`src/rtl/pwm_capture.sv`:
```
// PWM receiver: measures high time and period of an asynchronous PWM input in clk cycles,
// and flags a stuck input when no rising edge arrives within TIMEOUT cycles.
module pwm_capture #(
  parameter int unsigned WIDTH       = 8,
  parameter bit          INVERT      = 1'b0,
  parameter int unsigned SYNC_STAGES = 2,
  parameter int unsigned TIMEOUT     = (2 ** (WIDTH + 1)) - 1
) (
  input  logic             clk,
  input  logic             reset_n,
  input  logic             pwm_in,
  output logic [WIDTH-1:0] level_o,
  output logic [WIDTH:0]   period_o,
  output logic             valid_o,
  output logic             stuck_o
);

  localparam int unsigned CW = WIDTH + 1;
  localparam logic [CW-1:0] CNT_MAX   = {CW{1'b1}};
  localparam logic [CW-1:0] TIMEOUT_C = CW'(TIMEOUT);

  typedef enum logic {
    ST_IDLE  = 1'b0,
    ST_ARMED = 1'b1
  } state_t;

  state_t                 state, state_nxt;
  logic [SYNC_STAGES-1:0] sync_q;
  logic                   in_s, in_p, rise, timeout;
  logic [CW-1:0]          per_cnt, per_nxt;
  logic [CW-1:0]          high_cnt, high_nxt;
  logic [WIDTH-1:0]       level_nxt;
  logic [WIDTH:0]         period_nxt;
  logic                   valid_nxt, stuck_nxt;

  // Synchroniser plus one-cycle delay for edge detection
  always_ff @(posedge clk or negedge reset_n) begin
    if (!reset_n) begin
      sync_q <= '0;
      in_p   <= 1'b0;
    end else begin
      sync_q <= {sync_q[SYNC_STAGES-2:0], pwm_in};
      in_p   <= in_s;
    end
  end

  assign in_s    = sync_q[SYNC_STAGES-1] ^ INVERT;
  assign rise    = in_s & ~in_p;
  assign timeout = (per_cnt == TIMEOUT_C);

  // State, counters and result registers
  always_ff @(posedge clk or negedge reset_n) begin
    if (!reset_n) begin
      state    <= ST_IDLE;
      per_cnt  <= '0;
      high_cnt <= '0;
      level_o  <= '0;
      period_o <= '0;
      valid_o  <= 1'b0;
      stuck_o  <= 1'b0;
    end else begin
      state    <= state_nxt;
      per_cnt  <= per_nxt;
      high_cnt <= high_nxt;
      level_o  <= level_nxt;
      period_o <= period_nxt;
      valid_o  <= valid_nxt;
      stuck_o  <= stuck_nxt;
    end
  end

  // Rise takes priority over timeout; first rise after idle only arms
  always_comb begin
    state_nxt  = state;
    per_nxt    = per_cnt;
    high_nxt   = high_cnt;
    level_nxt  = level_o;
    period_nxt = period_o;
    valid_nxt  = 1'b0;
    stuck_nxt  = stuck_o;
    if (rise) begin
      state_nxt = ST_ARMED;
      per_nxt   = CW'(1);
      high_nxt  = CW'(1);
      if (state == ST_ARMED) begin
        period_nxt = per_cnt;
        level_nxt  = high_cnt[WIDTH] ? {WIDTH{1'b1}} : high_cnt[WIDTH-1:0];
        stuck_nxt  = 1'b0;
        valid_nxt  = 1'b1;
      end
    end else if (timeout) begin
      state_nxt  = ST_IDLE;
      per_nxt    = CW'(1);
      high_nxt   = CW'(in_s);
      level_nxt  = in_s ? {WIDTH{1'b1}} : {WIDTH{1'b0}};
      period_nxt = '0;
      stuck_nxt  = 1'b1;
      valid_nxt  = 1'b1;
    end else begin
      if (per_cnt != CNT_MAX) per_nxt = per_cnt + CW'(1);
      if (in_s && (high_cnt != CNT_MAX)) high_nxt = high_cnt + CW'(1);
    end
  end

endmodule

```
`config.mk`:
```
export PLATFORM = sky130hd
export DESIGN_NAME = pwm_capture
export DESIGN_NICKNAME = d
export VERILOG_FILES = /design/src/rtl/pwm_capture.sv
export SDC_FILE = /design/constraint.sdc
export NUM_CORES = 1
export LEC_CHECK = 0
export BUFFER_PORTS_ARGS = -buffer_cell sky130_fd_sc_hd__buf_2
export CORE_ASPECT_RATIO = 0.6
export CORE_MARGIN = 2
export CORE_UTILIZATION = 40
export CTS_BUF_LIST = sky130_fd_sc_hd__clkbuf_8
export DETAILED_ROUTE_END_ITERATION = 10
export GPL_ROUTABILITY_DRIVEN = 0
export PLACE_DENSITY = 0.64
export SYNTH_ARGS = -nofsm -noshare
export SYNTH_HDL_FRONTEND = slang
export SYNTH_SLANG_ARGS = --single-unit
```
`constraint.sdc`:
```
create_clock -name clk -period 2 [get_ports clk]
set_input_delay 0.3 -clock clk [delete_from_list [all_inputs] [get_ports clk]]
set_output_delay 0.3 -clock clk [all_outputs]
set_load 0.005 [all_outputs]
```
# == Word-level counts from Yosys, hierarchy flattened ==
# Cells that the tools add are included.
# classes
addsub,2
n_mul,0
n_div,0
magnitude_cmp,0
n_eq_ne,4
n_shift,0
muxes,22
n_bitwise,2
reduce_logical,5
# ops
cell,count
9-bit 2-to-1 mux,9
8-bit 2-to-1 mux,5
"9-bit by 1-bit adder with 9-bit output, second input constant",2
"9-bit inequality test, second input constant",2
"9-bit equality test, second input constant",1
1-bit 2-to-1 mux,8
3-bit nonzero test,2
"2-bit inequality test, second input constant",1
2-bit AND reduction,1
2-bit nonzero test,1
1-bit AND,1
1-bit logical AND,1
1-bit inverter,1
# totals
regBits,41
latchBits,0
ram_bits,0
romBits,0
inputBits,3
out_inout_bits,19
elab_cells,44
memories,0

# == Depth between registers and ports, before layout ==
# Gate-level depths: netlist of the first run.
# logic_depth
depth_word,5
ltp_mapped,8

# == Least setup slack after synthesis of the first run ==
# OpenSTA, ideal clock, no wires.
# synth_path
path_kind,reg-to-reg
startpoint,register per_cnt[0]
endpoint,register per_cnt[7]
setup_ns,0.077
arrival_ns,1.783
path_slack_ns,0.140
stages_incl_launch_ff,9
path_buffers,1
cell_sequence,dfrtp_1 ha_1 nand3_1 nor2_1 ha_1 buf_6 nand3b_1 or4_1 a21oi_1
# synth_between
elab_chain_len,4
# synth_lines
element,line,rtl
from (decl),30,"logic [CW-1:0] per_cnt, per_nxt;"
from (signal assigned),63,per_cnt <= per_nxt;
9-bit by 1-bit adder with 9-bit output,100,if (per_cnt != CNT_MAX) per_nxt = per_cnt + CW'(1);
9-bit 2-to-1 mux,100,
9-bit 2-to-1 mux,91,end else if (timeout) begin
9-bit 2-to-1 mux,81,if (rise) begin
# Parallel ways exist; a longest one is shown, timed or not. The select of a mux whose other input is x is not followed.
# A chain may end at the register's enable or synchronous reset.

# == Worst setup path after layout of the first run ==
# layout_path
startpoint,register high_cnt[1]
endpoint,register high_cnt[4]
# layout_between
elab_chain_len,4
# layout_lines
element,line,rtl
from (decl),31,"logic [CW-1:0] high_cnt, high_nxt;"
from (signal assigned),64,high_cnt <= high_nxt;
9-bit by 1-bit adder with 9-bit output,101,if (in_s && (high_cnt != CNT_MAX)) high_nxt = high_cnt + CW'(1);
9-bit 2-to-1 mux,101,
9-bit 2-to-1 mux,91,
9-bit 2-to-1 mux,81,
# Parallel ways exist; a longest one is shown, timed or not. The select of a mux whose other input is x is not followed.

==> results of run 1 <==
-- worst max-delay path: stages, from the launching register on --
cell	delay (ns)
dfrtp_1	0.42
ha_2	0.20
nand3_1	0.08
nor2_1	0.06
ha_2	0.19
buf_6	0.12
nand4b_1	0.23
or3_1	0.42
a21oi_2	0.12
-- path summary, 6_finish.rpt --
check,startpoint,endpoint,depth (start not counted)
max in group asynchronous,reset_n,in_p,3
min,pwm_in,sync_q[0],1
max reg2reg,high_cnt[1],high_cnt[4],8
max,high_cnt[1],high_cnt[4],8
min reg2reg,sync_q[0],sync_q[1],0
min in group asynchronous,reset_n,period_o[4],2
-- what timing repair did --
| item | CTS | global route |
|---|---|---|
| endpoints found under the hold margin | 12 | 0 |
| hold buffers | 1 | 0 |
| gates resized for setup | 0 | 4 |
| endpoints found under the setup margin | 0 | 9 |
| buffers inserted | 0 | 4 |
-- power groups by stage --
stage          clock [uW]  sequential, uW  combinational, uW
5_1_grt               733            1060                478
3_5_place_dp            0            1060                402
4_1_cts               687            1040                404
2_1_floorplan           0            1060                209
3_3_place_gp            0            1050                396
6_report              678            1040                422
-- area by class of cell --
cell class | count | area (um^2)
inverters | 14 | 52.6
clock inverters | 3 | 46.3
multi-input cells | 108 | 764
repair buffers | 42 | 294
fillers | 420 | 2230
clock buffers | 5 | 68.8
flip-flops and latches | 41 | 1030
well taps | 63 | 78.8
-- metrics by stage --
stage	total power [uW]	setup TNS [ns]	utilization, %
floorplan	1270	0	-
global placement	1450	0	47.1
detailed placement	1460	0	47.1
CTS	2130	0	49.9
global route	2270	-0.0146	51.1
finish	2140	0	51.1
-- cell usage in the layout (no fill, tap or decap), drive strengths merged, types with 4 or more instances in the layout --
| cell type | count |
|---|---|
| or3 | 5 |
| buf | 41 |
| nand3 | 6 |
| dfrtp | 41 |
| a21oi | 9 |
| o21ai | 15 |
| nor2 | 12 |
| a22o | 9 |
| xor2 | 4 |
| inv | 14 |
| ha | 5 |
| mux2i | 12 |
| nand2 | 4 |
| clkbuf | 5 |
-- sequential cells by signal, indices dropped and copies added, names as in the netlist --
register,cells
state,1
high_cnt,9
stuck_o,1
sync_q,2
level_o,8
period_o,9
per_cnt,9
in_p,1
valid_o,1
-- Yosys cell counts --
cell type | n | share of area (%)
nand2_1 | 4 | 0.79
buf_4 | 1 | 0.40
ha_1 | 5 | 3.3
xor2_1 | 4 | 1.9
a31oi_1 | 2 | 0.66
clkbuf_1 | 1 | 0.20
nand3_1 | 6 | 1.6
a22o_2 | 1 | 0.53
a21boi_0 | 1 | 0.40
inv_1 | 14 | 2.8
or2_2 | 1 | 0.33
a22o_1 | 8 | 3.7
buf_6 | 3 | 1.8
o311ai_0 | 1 | 0.46
nand4_1 | 1 | 0.33
or3_1 | 5 | 1.7
buf_2 | 1 | 0.26
a21oi_4 | 1 | 0.86
dfrtp_1 | 41 | 54
nor2b_1 | 2 | 0.66
buf_1 | 1 | 0.20
o21ai_0 | 15 | 4.0
a21o_1 | 1 | 0.40
o32ai_1 | 1 | 0.46
xnor2_1 | 1 | 0.46
nand4b_1 | 3 | 1.4
nand2b_1 | 3 | 0.99
or4_1 | 3 | 1.2
and3b_1 | 1 | 0.46
mux2i_1 | 12 | 6.4
nand3b_1 | 3 | 1.2
a21oi_1 | 8 | 2.1
nor2_1 | 12 | 2.4
o31ai_1 | 2 | 0.79
nand4_2 | 1 | 0.66
-- metal layers --
metal | wire (um) | share of wire, % | up-vias
met5 | 0 | 0 | -
met4 | 33 | 0.86 | 0
met3 | 302 | 7.9 | 4
met2 | 1480 | 39 | 43
met1 | 2020 | 53 | 666
li1 | - | - | 688
-- logic make-up (layout without fill, tap and decap cells) --
group | count (synthesis) | count (layout) | share of synthesized area, %
buffers and inverters | 21 | 64 | 5.63
adders and majority gates | 5 | 5 | 3.31
DFF | 41 | 41 | 54.3
and+or+nand+nor | 45 | 45 | 13.7
AOI/OAI and AO/OA | 41 | 41 | 14.4
muxes | 12 | 12 | 6.36
xor gates and xnor gates | 5 | 5 | 2.32
==> qor.yml, run 1 <==
firstDrtPassIters: 4
grt_pass1_vias: 1262
pre_cts_slack_ns: 0.0849
hpwl_um: 2720
via_count: 1401
critPathMaxFanout: 6
leakagePower_uw: 0.00115
clkLatencyLatePin_ns: 0.29
drtIter0Drc: 96
routedWlPerCell_um: 13.9
io_pins: 22
ant_nets: 0
period_share_pct: 95.9
grt_pass1_wl_um: 6240
fin_cells: 276
numPortBuffers: 21
top_usage_layer: "met1"
synth_nets: 178
avgSynthCellArea_um2: 11.1
die_x_um: 92.7
die-area_um2: 5300
hold_viol_final: 0
min_period_ns: 1.92
fin_area_um2: 2330
antenna_found_initial: 0
netlist_area_um2: 1890
coreArea_um2: 4560
crit_type: "reg -> reg"
die_y_um: 57.2
finalWirelength_um: 3840
ys_ff_latch: 41
clockBufferDepth: 2
drcViolationCount: 0
dp_cells: 263
yosysWarnings: 0
setup_slack_ns: 0.0815
r2r_setup_slack_ns: 0.08
status: "finished clean"
rows: 19
cts_num_sinks: 41
worstHoldPathType: "in -> reg"
whs_ns: 0.107
final_nets: 220
worstSetupStartpointType: "register"
combPwrFrac_pct: 19.7
switching_share_pct: 28.2
clk_pin_slew_worst_paths_ns: 0.09
synth.yosys.seq_area_share_pct: 54.3
drive_above_1_share_pct: 26.3
cts-buffers-inserted: 5
vias_per_cell: 5.08
placed_area_um2: 2150
syn_inst: 170
cp_data_required_time_ns: 2.23
globalRouteMet2Util_pct: 19.5
grt_use_met3_pct: 3.96
ir_drop_mv: 0.421
tightest_slew_ns: 0.330
cp-end-kind: "register"
cts-root-buf: "clkbuf_8"
crit_arrival_ns: 2.15
power_density_nw_per_um2: 919
n_antenna_cell: 0
grt_remaining_overflow: 0
cts_max_level: 2
seqPwrFrac_pct: 48.6
cts_tree: "built"
met1_usage_pct: 25.1
ys_types: 35
syn2layout_area_growth_pct: 23.5
p_switching_uw: 603
timing.fmax_ghz: 0.521
skew_ns: 0.00976
pwr-share-clk_pct: 31.7
p_int_uw: 1540
grt_use_total_pct: 15.3
max-cap-violations: 0
setup_viol: 0
grt_max_degree: 19
slew_viol_final: 0
slew_headroom_pct: 77.7
initial_core_util_pct: 41.4
Note: power is estimated with default switching activity, not from simulation.
==> run 2: changes to the inputs <==
--- a/config.mk
+++ b/config.mk
@@ -12,6 +12,7 @@
 export CTS_BUF_LIST = sky130_fd_sc_hd__clkbuf_8
 export DETAILED_ROUTE_END_ITERATION = 10
 export GPL_ROUTABILITY_DRIVEN = 0
+export MAX_ROUTING_LAYER = met4
 export PLACE_DENSITY = 0.64
 export SYNTH_ARGS = -nofsm -noshare
 export SYNTH_HDL_FRONTEND = slang
==> run 2 against run 1 <==
Worst hold slack improved by 0.00072 ns. Clock power hardly changed. Via count rose by 0.50%. Wire length rose by 0.26%. First-iteration DRC count rose by 5.2%. Total power hardly changed. Utilization stayed put. Global-route usage is 0.49 points higher. Setup slack better by 0.0051 ns. Sequential power is essentially flat. Critical path depth unchanged. Flip-flop and latch count unchanged. Critical endpoint unchanged. Largest cell class unchanged.
==> qor.yml, run 2 (synthesized netlist as in run 1, its figures left out) <==
final_cell_mix: "41 x dfrtp_1, 21 x buf_2, 17 x buf_4"
grt_pass1_wl_um: 6230  # -0.11%
initial_core_util_pct: 41.4  # unchanged
firstDrtPassIters: 4  # unchanged
grt_max_degree: 19  # unchanged
cp-end-kind: "register"
drcViolationCount: 0  # unchanged
grt_remaining_overflow: 0  # unchanged
coreArea_um2: 4560  # unchanged
setup_viol: 0  # unchanged
routedWlPerCell_um: 13.9  # +0.26%
clockBufferDepth: 2  # unchanged
cts_tree: "built"
cp_data_required_time_ns: 2.23  # about the same
fin_area_um2: 2330  # unchanged
antenna_found_initial: 0  # unchanged
grt_use_total_pct: 15.8  # +0.49 points
numPortBuffers: 21  # unchanged
worstSetupStartpointType: "register"
seq_area_um2: 1030  # unchanged
grt_pass1_vias: 1265  # +0.24%
final_core_util_pct: 51.1  # unchanged
io_pins: 22  # unchanged
syn2layout_area_growth_pct: 23.5  # unchanged
drtIter0Drc: 101  # +5.2%
min_period_ns: 1.91  # -0.00515 ns
fillerInstances: 420  # unchanged
clkLatencyLatePin_ns: 0.29  # about the same
power_density_nw_per_um2: 919  # about the same
largestRegisters: "high_cnt x9, per_cnt x9, period_o x9"
mostFrequentLayoutCell: "dfrtp_1"
final_nets: 220  # unchanged
die_x_um: 92.7  # unchanged
period_share_pct: 95.7  # -0.26 points
die_y_um: 57.2  # unchanged
cts_num_sinks: 41  # unchanged
n_antenna_cell: 0  # unchanged
tightest_slew_ns: 0.324  # -0.00605 ns
critPathMaxFanout: 6  # unchanged
crit_arrival_ns: 2.14  # about the same
finalWirelength_um: 3850  # +0.26%
worstHoldPathType: "in -> reg"
rows: 19  # unchanged
timing.fmax_ghz: 0.523  # +0.27%
status: "finished clean"
cts-root-buf: "clkbuf_8"
crit_type: "reg -> reg"
cts_max_level: 2  # unchanged
vias_per_cell: 5.10  # +0.50%
multi_input_area_um2: 764  # unchanged
hold_viol_final: 0  # unchanged
via_count: 1408  # +0.50%
leakagePower_uw: 0.00115  # unchanged
max-cap-violations: 0  # unchanged
slew_headroom_pct: 78.1  # +0.41 points
ant_nets: 0  # unchanged
placed_area_um2: 2150  # unchanged
slew_viol_final: 0  # unchanged
hpwl_um: 2720  # unchanged
drive_above_1_share_pct: 26.3  # unchanged
die-area_um2: 5300  # unchanged
clk_pin_slew_worst_paths_ns: 0.09  # about the same
ir_drop_mv: 0.421  # -0.11%
skew_ns: 0.00996  # +0.000198 ns
cts-buffers-inserted: 5  # unchanged
-- run 2: routing by layer --
| layer | GRT usage [%] | wire, um | vias up |
|---|---|---|---|
| met5 | - | 0 | - |
| met4 | 4.41 | 31 | 0 |
| met3 | 3.96 | 261 | 4 |
| met2 | 19.5 | 1490 | 44 |
| met1 | 25.1 | 2060 | 671 |
| li1 | - | - | 689 |
-- run 2: report_power, final --
part	internal (uW)	switching [uW]	total (uW)	leakage [uW]
clock network	374	303	677	0.0000543
logic	219	204	423	0.000558
registers	946	95.4	1040	0.000534
-- run 2: critical path, cell delays in order, from the launching register on --
cell and delay (ns):
dfrtp_1 0.42, ha_2 0.20, nand3_1 0.08, nor2_1 0.06, ha_2 0.19, buf_6 0.12, nand4b_1 0.23, or3_1 0.42
a21oi_2 0.12
-- run 2: repair_timing --
item,in CTS,in global routing
hold buffers,1,0
gates resized for setup,0,4
endpoints found under the hold margin,12,0
endpoints found under the setup margin,0,9
setup buffers,0,4
-- run 2: final timing paths --
path                          endpoint  slack [ns]  depth (start not counted)   startpoint
min                          sync_q[0]        0.11                          1       pwm_in
max reg2reg                high_cnt[4]        0.09                          8  high_cnt[1]
max                        high_cnt[4]        0.09                          8  high_cnt[1]
min in group asynchronous  period_o[4]        0.41                          2      reset_n
min reg2reg                  sync_q[1]        0.35                          0    sync_q[0]
max in group asynchronous         in_p        1.08                          3      reset_n
-- run 2: layout make-up --
cell class / count / share of cell area, %
inverters: 14 / 2.25
clock buffers: 5 / 2.95
flip-flops and latches: 41 / 44.0
multi-input cells: 108 / 32.8
repair buffers: 42 / 12.6
clock inverters: 3 / 1.99
well taps: 63 / 3.38
-- run 2: per-stage QoR --
| step | power, uW | setup slack (ns) | setup TNS [ns] | instances | hold slack, ns |
|---|---|---|---|---|---|
| 5_1_grt | 2270 | -0.0137 | -0.0148 | 276 | 0.0990 |
| 6_report | 2140 | 0.0867 | 0 | 276 | 0.108 |
| 3_3_place_gp | 1450 | 0.0795 | 0 | 263 | 0.200 |
| 2_1_floorplan | 1270 | 0.140 | 0 | 170 | 0.00441 |
| 3_5_place_dp | 1460 | 0.0849 | 0 | 263 | 0.202 |
| 4_1_cts | 2130 | 0.0627 | 0 | 272 | 0.102 |
